<file path="config.mk">
export PLATFORM = sky130hd
export DESIGN_NAME = muldiv_sequencer
export DESIGN_NICKNAME = d
export VERILOG_FILES = /design/src/rtl/muldiv_sequencer.sv
export SDC_FILE = /design/constraint.sdc
export NUM_CORES = 1
export LEC_CHECK = 0
export ABC_CLOCK_PERIOD_IN_PS = 3590
export CORE_ASPECT_RATIO = 1.75
export CORE_MARGIN = 2
export CORE_UTILIZATION = 50
export DETAILED_ROUTE_END_ITERATION = 16
export PLACE_DENSITY = 0.7
export SYNTH_ARGS = -nofsm -noshare
export SYNTH_HDL_FRONTEND = slang
export SYNTH_SLANG_ARGS = --single-unit
</file>
<file path="constraint.sdc">
create_clock -name clk -period 3.59 [get_ports clk]
set_input_delay 0.5385 -clock clk [delete_from_list [all_inputs] [get_ports clk]]
set_output_delay 0.5385 -clock clk [all_outputs]
set_load 0.02 [all_outputs]
</file>
<file path="src/rtl/muldiv_sequencer.sv">
// HI/LO multi-cycle unit: iterative shift-add multiply and restoring divide,
// plus MTHI/MTLO writes and the fetch stall for requests colliding with an op in flight.
module muldiv_sequencer #(
  parameter int unsigned WIDTH = 32
) (
  input  logic             clk,
  input  logic             rst,
  input  logic             start,
  input  logic [2:0]       op,
  input  logic [WIDTH-1:0] a,
  input  logic [WIDTH-1:0] b,
  input  logic             mf_req,
  output logic             busy,
  output logic             stall,
  output logic             done,
  output logic [WIDTH-1:0] hi,
  output logic [WIDTH-1:0] lo
);

  localparam int unsigned CW = $clog2(WIDTH + 1);

  typedef enum logic [1:0] {
    S_IDLE,
    S_RUN,
    S_FIX
  } state_t;

  state_t           state;
  logic [CW-1:0]    cnt;
  logic [WIDTH-1:0] w_hi;
  logic [WIDTH-1:0] w_lo;
  logic [WIDTH-1:0] opnd;
  logic [WIDTH-1:0] a_raw;
  logic             is_div;
  logic             neg_q;
  logic             neg_r;
  logic             div_zero;

  logic               op_signed;
  logic [WIDTH-1:0]   a_mag;
  logic [WIDTH-1:0]   b_mag;
  logic [WIDTH:0]     mul_sum;
  logic [WIDTH:0]     div_sh;
  logic [WIDTH:0]     div_diff;
  logic               div_ge;
  logic [2*WIDTH-1:0] prod_fix;
  logic [WIDTH-1:0]   q_fix;
  logic [WIDTH-1:0]   r_fix;

  always_comb begin
    op_signed = ~op[0];
    a_mag     = (op_signed && a[WIDTH-1]) ? ('0 - a) : a;
    b_mag     = (op_signed && b[WIDTH-1]) ? ('0 - b) : b;
    // w_lo holds the multiplier (shifted out LSB first) and collects product low bits
    mul_sum   = {1'b0, w_hi} + (w_lo[0] ? {1'b0, opnd} : '0);
    // w_hi is the partial remainder, w_lo shifts dividend bits out and quotient bits in
    div_sh    = {w_hi, w_lo[WIDTH-1]};
    div_ge    = (div_sh >= {1'b0, opnd});
    div_diff  = div_sh - {1'b0, opnd};
    prod_fix  = neg_q ? ('0 - {w_hi, w_lo}) : {w_hi, w_lo};
    q_fix     = neg_q ? ('0 - w_lo) : w_lo;
    r_fix     = neg_r ? ('0 - w_hi) : w_hi;
    stall     = busy & (start | mf_req);
  end

  always_ff @(posedge clk) begin
    if (rst) begin
      state    <= S_IDLE;
      cnt      <= '0;
      w_hi     <= '0;
      w_lo     <= '0;
      opnd     <= '0;
      a_raw    <= '0;
      is_div   <= 1'b0;
      neg_q    <= 1'b0;
      neg_r    <= 1'b0;
      div_zero <= 1'b0;
      busy     <= 1'b0;
      done     <= 1'b0;
      hi       <= '0;
      lo       <= '0;
    end else begin
      done <= 1'b0;
      unique case (state)
        S_IDLE: begin
          if (start) begin
            case (op)
              3'd0, 3'd1, 3'd2, 3'd3: begin
                w_hi     <= '0;
                w_lo     <= a_mag;
                opnd     <= b_mag;
                a_raw    <= a;
                is_div   <= op[1];
                neg_q    <= op_signed & (a[WIDTH-1] ^ b[WIDTH-1]);
                neg_r    <= op_signed & a[WIDTH-1];
                div_zero <= (b == '0);
                cnt      <= '0;
                busy     <= 1'b1;
                state    <= S_RUN;
              end
              3'd4:    hi <= a;
              3'd5:    lo <= a;
              default: ;
            endcase
          end
        end
        S_RUN: begin
          if (is_div) begin
            w_hi <= div_ge ? div_diff[WIDTH-1:0] : div_sh[WIDTH-1:0];
            w_lo <= {w_lo[WIDTH-2:0], div_ge};
          end else begin
            {w_hi, w_lo} <= {mul_sum, w_lo[WIDTH-1:1]};
          end
          cnt <= cnt + CW'(1);
          if (cnt == CW'(WIDTH - 1)) state <= S_FIX;
        end
        S_FIX: begin
          if (!is_div) begin
            {hi, lo} <= prod_fix;
          end else if (div_zero) begin
            hi <= a_raw;
            lo <= '1;
          end else begin
            hi <= r_fix;
            lo <= q_fix;
          end
          cnt   <= '0;
          busy  <= 1'b0;
          done  <= 1'b1;
          state <= S_IDLE;
        end
        default: state <= S_IDLE;
      endcase
    end
  end

endmodule

</file>
After elaboration in Yosys (flattened, before gate mapping) --
Index checks and enable logic that the tools add are counted. Widths: inputs -> output; s select.
Storage, ports and cells: register bits 206, output and inout bits 67, word-level logic and storage cells 94
Operators by class: add/sub/neg operators 8, $lt $le $gt $ge 1, eq/ne operators 13, muxes and demuxes 36, bitwise logic cells 6, reduce and logical (&&, ||, !) cells 16
Operators by type and width (count):
- $mux 32 | 20
- $pmux 32 s2 | 4
- $sub 1x32->32 const A | 4
- $mux 64 | 1
- $sub 1x64->64 const A | 1
- $add 32x32->33 | 1
- $ge 33x32->1 | 1
- $logic_not 32->1 | 1
- $sub 32x32->32 | 1
- $reduce_and 3->1 | 7
- $pmux 6 s3 | 1
- $mux 6 | 2
- $add 6x1->6 const B | 1
- $eq 3x2->1 const B | 2
- $eq 3x3->1 const B | 2
- $eq 6x5->1 const B | 1
- $mux 2 | 3
- $ne 2x1->1 const B | 3
- $ne 2x2->1 const B | 2
- $pmux 2 s2 | 1
- $reduce_bool 2->1 | 2
- $reduce_or 4->1 | 1
- $and 1x1->1 | 3
- $eq 3x1->1 const B | 1
- other kinds (11) | 14

Longest topological paths before layout --
Gate-level depths: netlist of run 1.
word-level depth 6, gate-level depth with buffers 15

Least setup slack after synthesis of run 1 --
Ideal clock, no wire load.
kind reg-to-reg, start point register w_lo[0], end point register w_hi[28], data arrival time 2.932 ns, path slack 0.525 ns, cell stages (with the launch flop) 16, path buffers 3, period minus slack after synthesis 3.065 ns, cell sequence dfxtp_1 clkbuf_1 inv_1 clkbuf_1 nor2_1 ha_1 clkbuf_1 a21o_1 a21o_1 a21oi_1 nand2_1 o21ai_0 o31ai_1 a211oi_1 xor2_1 o211ai_1
On the way: longest elaborated chain between the ends 4
RTL lines:
- start, declared | line 31 | logic [WIDTH-1:0] w_lo;
- start signal, assigned | line 90 | w_lo <= a_mag;
- start signal, assigned | line 110 | w_lo <= {w_lo[WIDTH-2:0], div_ge};
- start signal, assigned | line 112 | {w_hi, w_lo} <= {mul_sum, w_lo[WIDTH-1:1]};
- $mux 32 | line 55 | mul_sum = {1'b0, w_hi} + (w_lo[0] ? {1'b0, opnd} : '0);
- $add 32x32->33 | line 55
- $mux 32 | line 108 | if (is_div) begin
- $pmux 32 s2 | line 84 | unique case (state)
- end signal, assigned | line 109 | w_hi <= div_ge ? div_diff[WIDTH-1:0] : div_sh[WIDTH-1:0];
- end signal, assigned | line 112
- end, declared | line 30 | logic [WIDTH-1:0] w_hi;
No other way between the ends. A chain may end at the register's enable or synchronous reset.

Worst setup path after layout of run 1 --
start point register w_hi[0], end point register hi[12]
On the way: longest elaborated chain between the ends 5, elaborated cells between the ends (all ways) 7
RTL lines:
- $sub 1x32->32 | line 62 | r_fix = neg_r ? ('0 - w_hi) : w_hi;
- $mux 32 | line 62
- $mux 32 | line 120 | end else if (div_zero) begin
- $mux 32 * | line 118 | if (!is_div) begin
- $pmux 32 s2 * | line 84
- end signal, assigned | line 119 | {hi, lo} <= prod_fix;
- end signal, assigned | line 121 | hi <= a_raw;
- end signal, assigned | line 124 | hi <= r_fix;
- end, declared | line 16 | output logic [WIDTH-1:0] hi,
Every way passes the cells marked *; elsewhere a longest branch is shown, timed or not.

==> results of run 1 <==
==> cell usage after synthesis, types with 8 or more instances <==
cell type | n | area [um^2]
sky130_fd_sc_hd__or4_1 | 15 | 113
sky130_fd_sc_hd__nand2_1 | 268 | 1010
sky130_fd_sc_hd__o221ai_1 | 30 | 263
sky130_fd_sc_hd__a21oi_1 | 224 | 1120
sky130_fd_sc_hd__and3_1 | 18 | 113
sky130_fd_sc_hd__nor2_1 | 215 | 807
sky130_fd_sc_hd__xnor2_1 | 94 | 823
sky130_fd_sc_hd__buf_2 | 10 | 50.1
sky130_fd_sc_hd__o31ai_1 | 31 | 233
sky130_fd_sc_hd__inv_1 | 64 | 240
sky130_fd_sc_hd__dfxtp_1 | 206 | 4120
sky130_fd_sc_hd__o22ai_1 | 11 | 68.8
sky130_fd_sc_hd__nor2b_1 | 13 | 81.3
sky130_fd_sc_hd__o41ai_1 | 9 | 78.8
sky130_fd_sc_hd__nor3_1 | 43 | 215
sky130_fd_sc_hd__o21a_1 | 10 | 75.1
sky130_fd_sc_hd__a221o_1 | 10 | 100
sky130_fd_sc_hd__a21o_1 | 35 | 263
sky130_fd_sc_hd__nand3_1 | 33 | 165
sky130_fd_sc_hd__nor4_1 | 17 | 106
sky130_fd_sc_hd__a31oi_1 | 11 | 68.8
sky130_fd_sc_hd__buf_1 | 11 | 41.3
sky130_fd_sc_hd__or3_1 | 22 | 138
sky130_fd_sc_hd__mux2i_1 | 49 | 490
sky130_fd_sc_hd__o21ai_0 | 122 | 611
sky130_fd_sc_hd__clkbuf_1 | 160 | 601
sky130_fd_sc_hd__a22oi_1 | 12 | 90.1
sky130_fd_sc_hd__a221oi_1 | 8 | 70.1
sky130_fd_sc_hd__a211oi_1 | 99 | 743
sky130_fd_sc_hd__xor2_1 | 102 | 893
sky130_fd_sc_hd__o211ai_1 | 20 | 150
sky130_fd_sc_hd__or2_2 | 9 | 56.3
sky130_fd_sc_hd__nand4_1 | 21 | 131
sky130_fd_sc_hd__ha_1 | 69 | 863
sky130_fd_sc_hd__nand2b_1 | 29 | 181
==> cell type report <==
| cell class | instances | area, um^2 | share of cell area |
|---|---|---|---|
| multi-input combinational | 1773 | 11300 | 0.587 |
| sequential | 206 | 4130 | 0.214 |
| timing repair buffer | 263 | 2380 | 0.123 |
| clock buffer | 29 | 648 | 0.0336 |
| tap | 400 | 500 | 0.0259 |
| inverter | 64 | 240 | 0.0124 |
| clock inverter | 12 | 78.8 | 0.00408 |
==> layer usage <==
metal  up-vias  track usage  part of all wire
met5         -            0                 0
met4         0        0.309              0.10
met3       287       0.0344             0.050
met2       780        0.640              0.50
met1      8368        0.378              0.35
li1       8243            -                 -
==> path summary, 6_finish.rpt <==
kind	startpoint	endpoint	slack, ns	cells past startpoint
worst max-delay path	w_hi[0]$_SDFFE_PP0P_	hi[12]$_SDFFE_PP0P_	0.29	10
worst max register to register	w_hi[0]$_SDFFE_PP0P_	hi[12]$_SDFFE_PP0P_	0.29	10
worst min-delay path	rst	hi[31]$_SDFFE_PP0P_	0.42	2
worst min register to register	lo[15]$_SDFFE_PP0P_	lo[15]$_SDFFE_PP0P_	0.45	2
==> kinds of logic after synthesis <==
logic type                 Yosys count
buffers and inverters              253
xor gates and xnor gates           196
DFF                                206
adders and majority gates           71
muxes                               52
AOI/OAI and AO/OA                  706
and+or+nand+nor                    748
==> metrics by stage <==
stage / total power [mW] / std cells / hold slack [ns] / instance area (um^2)
2_1_floorplan: 3.59 / 2232 / 0.431 / 16400
3_3_place_gp: 4.21 / 2706 / 0.439 / 18600
3_5_place_dp: 4.23 / 2706 / 0.447 / 18600
4_1_cts: 6.57 / 2747 / 0.390 / 19300
5_1_grt: 6.83 / 2747 / 0.416 / 19300
6_report: 6.59 / 2747 / 0.425 / 19300
==> power groups by stage <==
stage	registers, mW	clock network, mW	logic, mW
final	2.52	2.37	1.70
after global routing	2.52	2.47	1.84
after CTS	2.51	2.38	1.68
after detailed placement	2.56	0	1.67
after global placement	2.56	0	1.65
after floorplan	2.52	0	1.07
==> sequential cells by signal, summed over array words and instances, names as in the netlist <==
register and count:
state 2, hi 32, is_div 1, neg_q 1
lo 32, cnt 6, busy 1, w_hi 32
div_zero 1, a_raw 32, w_lo 32, neg_r 1
opnd 32, done 1
==> run summary, run 1 <==
The final-layout fill cell count is 3,079. The distinct cell type count of the synthesized netlist came out at 86. The arrival time reported for the critical path endpoint came out at 3.71 ns. After synthesis the netlist holds a flip-flop and latch count of 206. The data required time at the worst endpoint is 4.00 ns.

The post-route worst setup slack is 0.287 ns. The total number of clock tree sinks came out at 206. The average detailed-routed wire length per instance came out at 23.1 um.

The leading cell type in the layout, fill and taps excluded is sky130_fd_sc_hd__nand2_1. The remaining max-slew budget at the tightest pin came out at 0.331. The effective utilization at floorplan came out at 0.508. The cell row count is 87.

The detailed router finished its first iteration with 1,209 violations. The post-detailed-route via-to-cell ratio is 6.44. The count of buffer and inverter cells on the critical path came out at 2. The internal power of the cells came out at 4.36 mW. Of the cells placed in the final design, the portion with a size suffix greater than 1 is 0.0929.

The critical path start-end classification is register to register. The growth of design area from synthesis to finish came out at 17.7%. The sequential cell fraction of total power came out at 0.382. The share of total power consumed by net switching is 0.338. Setup repair after global routing left no endpoint under its margin. The largest net degree at the start of global routing came out at 96. Of the total synthesized cell area, the portion taken by XOR and XNOR cells is 0.105. The number of DRC violations after detailed routing came out at 0.

The top cell types in the final layout, fill and taps aside, are sky130_fd_sc_hd__nand2_1, sky130_fd_sc_hd__a21oi_1, sky130_fd_sc_hd__nor2_1. The average size of a mapped cell is 7.35 um^2. Clock-pin slew was measured on the worst setup and hold paths at 0.07 ns.

The synthesized-area fraction occupied by adder cells came out at 0.0550. The stage delay of the slowest cell on the critical path came out at 0.48 ns. The setup TNS came out at 0 ns. The maximum fanout along the worst path came out at 7. The final worst clock skew came out at 0.0126 ns. The number of flops mapped to enable cells by yosys came out at 0. The basic-gate share of the synthesized area counting and, or, nand and nor cells is 0.215. The proportion of power drawn by combinational gates came out at 0.259. The number of antenna diodes in the final layout is 0. The count of warnings emitted by yosys came out at 0. The net load switching power is 2.23 mW. The utilization after layout is 0.597. TritonCTS built the clock tree. OpenSTA, run right after detailed placement, puts the worst setup slack at 0.162 ns. Max-cap violations in this run came to 0. The cell occurring most often along the worst timing path is sky130_fd_sc_hd__or3_1. The number of nets with antenna violations after detailed routing came out at 0.

The number of hold violations in the final report is 0. The maximum number of buffers from clock root to sink is 3. In the synthesized netlist the dominant register cell turns out to be sky130_fd_sc_hd__dfxtp_1. The global-route wire length before repair came out at 97,200 um. The worst-margin pin slew is 1.00 ns. The synthesized instance count is 2,232. The analysis attributes to cell leakage a power of 7.51 nW. The number of buffers inserted for hold repair after clock tree synthesis came out at 0. The post-cts gate resize count is 0. In this run the clock root is driven by a sky130_fd_sc_hd__clkbuf_16. Walking the worst path, the cells encountered are buf_4 -> inv_1 -> ha_1 -> nand2b_1 -> nand4bb_1 -> or3_1 -> or3_1 -> o31ai_1 -> xor2_1 -> a2111oi_0. The global-route usage over all layers is 0.361. The number of vias after detailed routing came out at 17,700.

The remaining global-route overflow is 0. The worst hold path belongs to the class primary input to register. The areal power density over the cells is 341 nW/um^2. Measured against the total synthesized area, the mux share comes to 0.0319. The die width is 141 um. For the finished layout, the period the worst path requires is 3.30 ns. The upper clock frequency limit is 0.303 GHz. The clock network latency to the later pin of the worst-skew pair came out at 0.55 ns. The placer congestion estimate is 1.02. Setup violations remaining at the end of the flow were counted as 0. The critical path endpoint category is a register.

Among all stages on the critical path, the largest delay is contributed by sky130_fd_sc_hd__or3_1. The worst-case vdd ir drop is 0.290 mV. The overall die area came out at 34,300 um^2.

The core footprint came out at 32,300 um^2. The first-pass detailed-route iteration total is 6. The via count of the first global-routing pass was 17,400. The total number of nets in the final design came out at 2,473. By area, the combinational part of the netlist is dominated by compound AO/OA/AOI/OAI gates. The final wirelength came out at 63,400 um. The net count after synthesis came out at 2,374.

The number of CTS-inserted buffers is 23. Of the synthesized area, sequential elements account for 0.251. The post-synthesis compound-gate area fraction came out at 0.281. Of the total power, the clock network draws 0.360. Dividing the final minimum period by the clock period gives 0.920.

The number of buffer cells added on primary ports came out at 137. The flow ran to the end, and the final reports show no timing, DRC or antenna violations. The worst setup path is launched from a register.

The vertical extent of the die came out at 244 um. The buffer count from post-CTS setup fixing is 0. The proportion of synthesized flip-flops having asynchronous set or reset is 0. The number of H-tree levels came out at 1. The max-slew violation total from the final report came out at 0.

The total half-perimeter wirelength after legalization and detailed placement came out at 47,300 um. The number of top-level design ports came out at 138. The mapped cell area is 16,400 um^2. The number of antenna violations at the first check in global routing came out at 0.

The family with the most delay on the worst path is simple AND/OR/NAND/NOR gates.
Note: power is estimated with default switching activity, not from simulation.
==> inputs of run 2 (changes only) <==
ABC_CLOCK_PERIOD_IN_PS = 3800   (was 3590)
CORE_UTILIZATION = 39   (was 50)
PLACE_DENSITY = default   (was 0.7)
clock period = 3.8 ns   (was 3.59 ns; I/O delays follow)
==> run 2 against run 1 <==
  * Clock power rose by 3%
  * First-iteration DRC count rose by 21%
  * Non-clock buffer count fell by 29
  * Cell count rose by 4.6%
  * Critical path depth rose by 4
  * Sequential cell count did not move
  * Worst hold slack improved by 0.022 ns
  * Count of clock-buffer cells in the layout did not move
  * Register-to-register slack got worse by 0.07 ns
  * Utilization fell by 13 points
  * Clock skew rose by 0.0090 ns
  * Maximum frequency fell by 7.8%
  * Highest routed layer unchanged
==> run summary, run 2 (synthesis results as in run 1) <==
The number of buffer cells added on primary ports is 137 (unchanged). Setup repair after global routing left no endpoint under its margin. The utilization after layout came out at 0.465 (-0.132). The filler-free cell count of the finished design came out at 2,874 (+4.6%). The maximum fanout along the worst path came out at 30 (+23). The worst setup path is of the register to register kind. The number of DRC violations after detailed routing came to 0 (unchanged). The total number of nets in the final design is 2,444 (-1.2%).

Clock tree synthesis selected as its root buffer the cell sky130_fd_sc_hd__clkbuf_16. The total number of clock tree sinks came out at 206 (unchanged). The final wirelength came out at 66,700 um (+5.2%). The clock period minus final worst setup slack is 3.58 ns (+0.279 ns). The arrival time reported for the critical path endpoint is 4.01 ns (+0.30 ns). The via count of the first global-routing pass was 17,100 (-1.4%). The worst setup slack after placement is 0.362 ns (+0.199 ns). The number of buffers inserted for hold repair after clock tree synthesis is 0 (unchanged). The maximum number of buffers from clock root to sink is 3 (unchanged). The max-slew violation total from the final report was 0 (unchanged). The post-placement cell area is 18,600 um^2 (about the same).

The worst-case vdd ir drop came out at 0.441 mV (+52%). The overall die area came out at 43,800 um^2 (+28%). The remaining max-slew budget at the tightest pin came out at 0.258 (-0.0727). The share of final-layout standard cells stronger than drive strength 1 came out at 0.0798 (-0.0131). The areal power density over the cells came out at 331 nW/um^2 (-3.0%). The worst hold slack across all endpoints came out at 0.447 ns (+0.0222 ns). Counting stages on the worst path, the most repeated cell is sky130_fd_sc_hd__o21ai_0. The number of H-tree levels came out at 1 (unchanged). The number of nets with antenna violations after detailed routing is 0 (unchanged). The worst-margin pin slew is 1.11 ns (+0.112 ns). The overall power is 6.40 mW (-2.9%). The core footprint came out at 41,600 um^2 (+29%). The number of antenna violations at the first check in global routing came out at 0 (unchanged). The leakage dissipation is 7.41 nW (-1.3%). The placer congestion estimate came out at 0.975 (-4.1%). The number of CTS-inserted buffers is 23 (unchanged). The post-route worst setup slack is 0.218 ns (-0.0692 ns).

The global-route usage over all layers is 0.297 (-0.0644). The launching element type of the critical path is a register. TritonCTS built the clock tree.

Relative to the synthesized area, the layout overhead comes to 17.9%. The number of vias after detailed routing is 17,300 (-2.0%). The post-cts gate resize count came out at 0 (unchanged). The upper clock frequency limit is 0.279 GHz (-7.8%). The area of all placed cells without fillers came to 19,300 um^2 (+0.19%). The number of hold violations in the final report came out at 0 (unchanged). The buffer count from post-CTS setup fixing came out at 0 (unchanged).

The cell count after placement came out at 2,832 (+4.7%). The path category of the worst min-delay check is register to register. The post-route clock period utilization came to 0.943 (+0.0226).

The total half-perimeter wirelength after legalization and detailed placement came out at 50,600 um (+7.1%). The setup TNS is 0 ns (unchanged). The largest net degree at the start of global routing is 97 (+1.0%).

The effective utilization at floorplan came to 0.394 (-0.113). The first-iteration detailed-routing DRC count is 1,465 (+21%). The count of buffer and inverter cells on the critical path was 3 (+1). The clock network latency to the later pin of the worst-skew pair came out at 0.56 ns (about the same). The cell row count came out at 99 (+14%). The number of top-level design ports came to 138 (unchanged). The critical path endpoint category is a register. The first-pass detailed-route iteration total was 6 (unchanged). The vertical extent of the die is 275 um (+13%). The post-detailed-route via-to-cell ratio is 6.03 (-6.3%).

The stage delay of the slowest cell on the critical path is 0.52 ns (+0.04 ns). The count of antenna diodes in the layout is 0 (unchanged). The highest-delay cell along the critical path is sky130_fd_sc_hd__a21oi_1. The leading cell type in the layout, fill and taps excluded is sky130_fd_sc_hd__nand2_1.

The data required time at the worst endpoint came out at 4.23 ns (+0.23 ns). The run finished with clean final reports. The remaining global-route overflow came out at 0 (unchanged). The final worst clock skew came out at 0.0216 ns (+0.00900 ns). The family with the most delay on the worst path is compound AO/OA/AOI/OAI gates. The die width came out at 159 um (+13%). The library cells used most frequently in the layout, excluding fill and tap cells, are sky130_fd_sc_hd__nand2_1, sky130_fd_sc_hd__a21oi_1, sky130_fd_sc_hd__nor2_1. The clock-pin slew of the registers on the worst-case setup and hold paths came out at 0.07 ns (about the same). The final setup violation count came out at 0 (unchanged).

The global-route wire length before repair is 101,000 um (+4.0%). The signal on the critical path passes through inv_1 -> buf_12 -> nor2_1 -> ha_1 -> o21ai_0 -> o21ai_0 -> nand3_1 -> a21oi_1 -> o21ai_0 -> buf_4 -> o221ai_1 -> xnor2_1 -> mux2i_1 -> a22o_1. The average detailed-routed wire length per instance is 23.2 um (+0.54%). The number of max-cap violations came out at 0 (unchanged).
==> run 2: path summary, 6_finish.rpt <==
| path | startpoint | to | slack [ns] | cells past startpoint |
|---|---|---|---|---|
| min | lo[10]$_SDFFE_PP0P_ | lo[10]$_SDFFE_PP0P_ | 0.45 | 2 |
| max reg2reg | w_lo[0]$_SDFFE_PP0P_ | w_hi[26]$_SDFFE_PP0P_ | 0.22 | 14 |
| max | w_lo[0]$_SDFFE_PP0P_ | w_hi[26]$_SDFFE_PP0P_ | 0.22 | 14 |
| min reg2reg | lo[10]$_SDFFE_PP0P_ | lo[10]$_SDFFE_PP0P_ | 0.45 | 2 |
==> run 2: worst reg2reg max path: cells and delay by family (launching register included) <==
| family | cells | cell delay, ns |
|---|---|---|
| AO/OA/AOI/OAI | 6 | 1.64 |
| XOR/XNOR | 1 | 0.17 |
| adder cells (fa/ha/maj) | 1 | 0.36 |
| buffers and inverters | 3 | 0.53 |
| flip-flops | 1 | 0.34 |
| multiplexers | 1 | 0.10 |
| AND/OR/NAND/NOR | 2 | 0.32 |
==> run 2: metal layers <==
layer,global-route usage,routed length [um],part of all wire,up-vias
li1,-,-,-,8191
met1,0.295,22800,0.34,8265
met2,0.553,34200,0.51,637
met3,0.0260,2900,0.044,235
met4,0.265,6790,0.10,0
met5,0,0,0,-
==> run 2: power by group <==
group / switching, mW / internal (mW)
clock: 1.05 / 1.37
sequential: 0.112 / 2.26
combinational: 0.980 / 0.625
==> run 2: layout make-up <==
cell class	instances	area, um^2
Clock buffer	29	618
Clock inverter	13	163
Timing Repair Buffer	234	2180
Multi-Input combinational cell	1773	11300
Sequential cell	206	4130
Tap cell	555	694
Inverter	64	240
Fill cell	4240	22300
==> inputs of run 3 (changes only) <==
CTS_CLUSTER_DIAMETER = 50   (was default)
HOLD_SLACK_MARGIN = 0.1   (was default)
==> run 3 against run 2 <==
  * First-iteration DRC count decreased by 12%
  * Count of clock-buffer cells in the layout increased by 2
  * Worst hold slack about the same
  * Non-clock buffer count unchanged
  * Register-to-register slack improved by 0.04 ns
  * Clock power increased by 6%
  * Wire length about the same
  * Maximum frequency increased by 1.0%
  * Largest power group unchanged
  * Combinational power about the same
  * Sequential share of layout area decreased by 0.10 points
==> run summary, run 3 (synthesis results as in run 1) <==
The flow ran to the end, and the final reports show no timing, DRC or antenna violations. The register cell area after layout came out at 4130 um^2 (unchanged). The number of hold violations in the final report is 0 (unchanged).

The clock period minus final worst setup slack is 3.55 ns (-0.0364 ns). The global-route wire length before repair was 101,000 um (+0.29%). The worst-margin pin slew came out at 1.11 ns (+0.000485 ns).

Relative to the synthesized area, the layout overhead comes to 18.5%. The upper clock frequency limit is 0.282 GHz (+1.0%). The total number of clock tree sinks is 206 (unchanged). The remaining global-route overflow came to 0 (unchanged).

The number of max-cap violations is 0 (unchanged). The stage delay of the slowest cell on the critical path came out at 0.52 ns (about the same). The number of buffers inserted for hold repair after clock tree synthesis is 0 (unchanged). The maximum fanout along the worst path came out at 30 (unchanged). The leakage dissipation came out at 7.45 nW (+0.55%).

The placer congestion estimate was 0.975 (unchanged). The flop-to-flop setup slack is 0.25 ns (+0.04 ns). The effective utilization at floorplan is 0.394 (unchanged). The first-pass detailed-route iteration total came to 8 (+2). The final wirelength is 66,700 um (about the same). The setup path with the least slack is of type register to register. The path category of the worst min-delay check is register to register. The count of buffer and inverter cells on the critical path came out at 3 (unchanged). The clock network latency to the later pin of the worst-skew pair came out at 0.56 ns (about the same). The number of antenna violations at the first check in global routing is 0 (unchanged). The endpoint of the worst-slack reg-to-reg timing path is w_hi[26]$_SDFFE_PP0P_. The arrival time reported for the critical path endpoint was 3.99 ns (-0.02 ns). The global-route usage over all layers is 0.297 (+0.000574). In this run the worst setup path terminates at w_hi[26]$_SDFFE_PP0P_.

The cell count after placement is 2,832 (unchanged). The die width is 159 um (unchanged). The core footprint came out at 41,600 um^2 (unchanged). The final setup violation count came out at 0 (unchanged).

The number of CTS-inserted buffers is 26 (+13%). The launching instance or port of the critical path is w_lo[0]$_SDFFE_PP0P_. The total half-perimeter wirelength after legalization and detailed placement was 50,600 um (unchanged).

The area of the multi-input gates is 11,300 um^2 (unchanged). Among the stages of the critical path, the cell type that occurs most often is sky130_fd_sc_hd__o21ai_0. The reg-to-reg critical path startpoint is w_lo[0]$_SDFFE_PP0P_. The data required time at the worst endpoint came to 4.25 ns (+0.02 ns).

The filler-free cell count of the finished design came out at 2,879 (+0.17%). The worst setup slack after placement was 0.362 ns (unchanged). TritonCTS built the clock tree.

The number of vias after detailed routing came to 17,300 (+0.075%). The post-route clock period utilization is 0.933 (-0.00957). The final-layout fill cell count came to 4,245 (+0.12%). The share of final-layout standard cells stronger than drive strength 1 came out at 0.0822 (+0.00241). The total number of nets in the final design is 2,447 (+0.12%). The vertical extent of the die is 275 um (unchanged). On the critical path, the stage with the largest delay is an instance of sky130_fd_sc_hd__a21oi_1. The via count of the first global-routing pass is 17,200 (+0.23%).

The first-iteration detailed-routing DRC count is 1,292 (-12%). The max-slew violation total from the final report is 0 (unchanged). The areal power density over the cells is 337 nW/um^2 (+1.9%).

The cell depth of the worst flop-to-flop path was 14 (unchanged). The number of H-tree levels is 1 (unchanged). The count of antenna diodes in the layout came out at 0 (unchanged). Setup repair after global routing left no endpoint under its margin.

The largest net degree at the start of global routing is 97 (unchanged). The final worst clock skew is 0.0157 ns (-0.00582 ns). The buffer count from post-CTS setup fixing is 0 (unchanged). The number of buffer cells added on primary ports came out at 137 (unchanged). The number of DRC violations after detailed routing is 0 (unchanged).

The worst setup path is captured at a register. The post-route worst setup slack came to 0.254 ns (+0.0364 ns). In this design, the largest share of critical-path delay is due to compound AO/OA/AOI/OAI gates. The remaining max-slew budget at the tightest pin is 0.258 (-0.000323). The post-detailed-route via-to-cell ratio was 6.02 (about the same).

The overall die area came out at 43,800 um^2 (unchanged). The cell row count came out at 99 (unchanged). The number of top-level design ports is 138 (unchanged). The setup TNS is 0 ns (unchanged). The post-cts gate resize count is 0 (unchanged).

The worst setup path is launched from a register. The worst-case vdd ir drop came out at 0.437 mV (-0.90%). In the layout the commonest cells are sky130_fd_sc_hd__nand2_1, sky130_fd_sc_hd__a21oi_1, sky130_fd_sc_hd__nor2_1. The number of nets with antenna violations after detailed routing came out at 0 (unchanged). Traced cell by cell, the critical path runs through inv_1 -> buf_12 -> nor2_1 -> ha_1 -> o21ai_0 -> o21ai_0 -> nand3_1 -> a21oi_1 -> o21ai_0 -> buf_4 -> o221ai_1 -> xnor2_1 -> mux2i_1 -> a22o_1. The clock-pin slew of the registers on the worst-case setup and hold paths is 0.07 ns (about the same). The average detailed-routed wire length per instance is 23.2 um (-0.23%).

The leading cell type in the layout, fill and taps excluded is sky130_fd_sc_hd__nand2_1. The cell sitting at the root of the clock tree is a sky130_fd_sc_hd__clkbuf_16. The critical path depth came out at 14 (unchanged). The maximum number of buffers from clock root to sink is 3 (unchanged).
==> run 3: final cells by class <==
class                           instances  share of cell area
Clock inverter                         16             0.00940
Sequential cell                       206               0.212
Inverter                               64              0.0124
Timing Repair Buffer                  234               0.112
Tap cell                              555              0.0357
Clock buffer                           31              0.0355
Multi-Input combinational cell       1773               0.583
==> run 3: metal layers <==
metal | track usage | vias up | part of all wire
li1 | - | 8195 | -
met1 | 0.294 | 8240 | 0.34
met2 | 0.553 | 676 | 0.51
met3 | 0.0307 | 230 | 0.047
met4 | 0.263 | 0 | 0.10
met5 | 0 | - | 0
==> run 3: through the flow <==
step / utilization / hold slack (ns) / instance area [um^2] / total power, mW
2_1_floorplan: - / 0.431 / 16400 / 3.39
3_3_place_gp: 0.446 / 0.439 / 18600 / 3.99
3_5_place_dp: 0.446 / 0.444 / 18600 / 3.99
4_1_cts: 0.467 / 0.453 / 19400 / 6.57
5_1_grt: 0.467 / 0.470 / 19400 / 6.82
6_report: 0.467 / 0.447 / 19400 / 6.55
==> run 3: tightest hold or removal path, cell delays in order (launching register included) <==
cell                      delay (ns)
sky130_fd_sc_hd__dfxtp_1        0.31
sky130_fd_sc_hd__nand2_1        0.05
sky130_fd_sc_hd__a21oi_1        0.05
==> run 3: report_power, final <==
group,switching (mW),internal [mW]
Sequential,0.112,2.26
Combinational,0.977,0.625
Clock,1.12,1.46
Total,2.21,4.34
==> run 3: how the worst min path moves through the flow <==
stage                                start                      to  cells after the start
CTS                    lo[13]$_SDFFE_PP0P_     lo[13]$_SDFFE_PP0P_                      2
global route         a_raw[3]$_SDFFE_PP0P_   a_raw[3]$_SDFFE_PP0P_                      2
detailed placement     lo[10]$_SDFFE_PP0P_     lo[10]$_SDFFE_PP0P_                      2
floorplan           a_raw[30]$_SDFFE_PP0P_  a_raw[30]$_SDFFE_PP0P_                      2
finish                 lo[10]$_SDFFE_PP0P_     lo[10]$_SDFFE_PP0P_                      2
global placement    a_raw[30]$_SDFFE_PP0P_  a_raw[30]$_SDFFE_PP0P_                      2
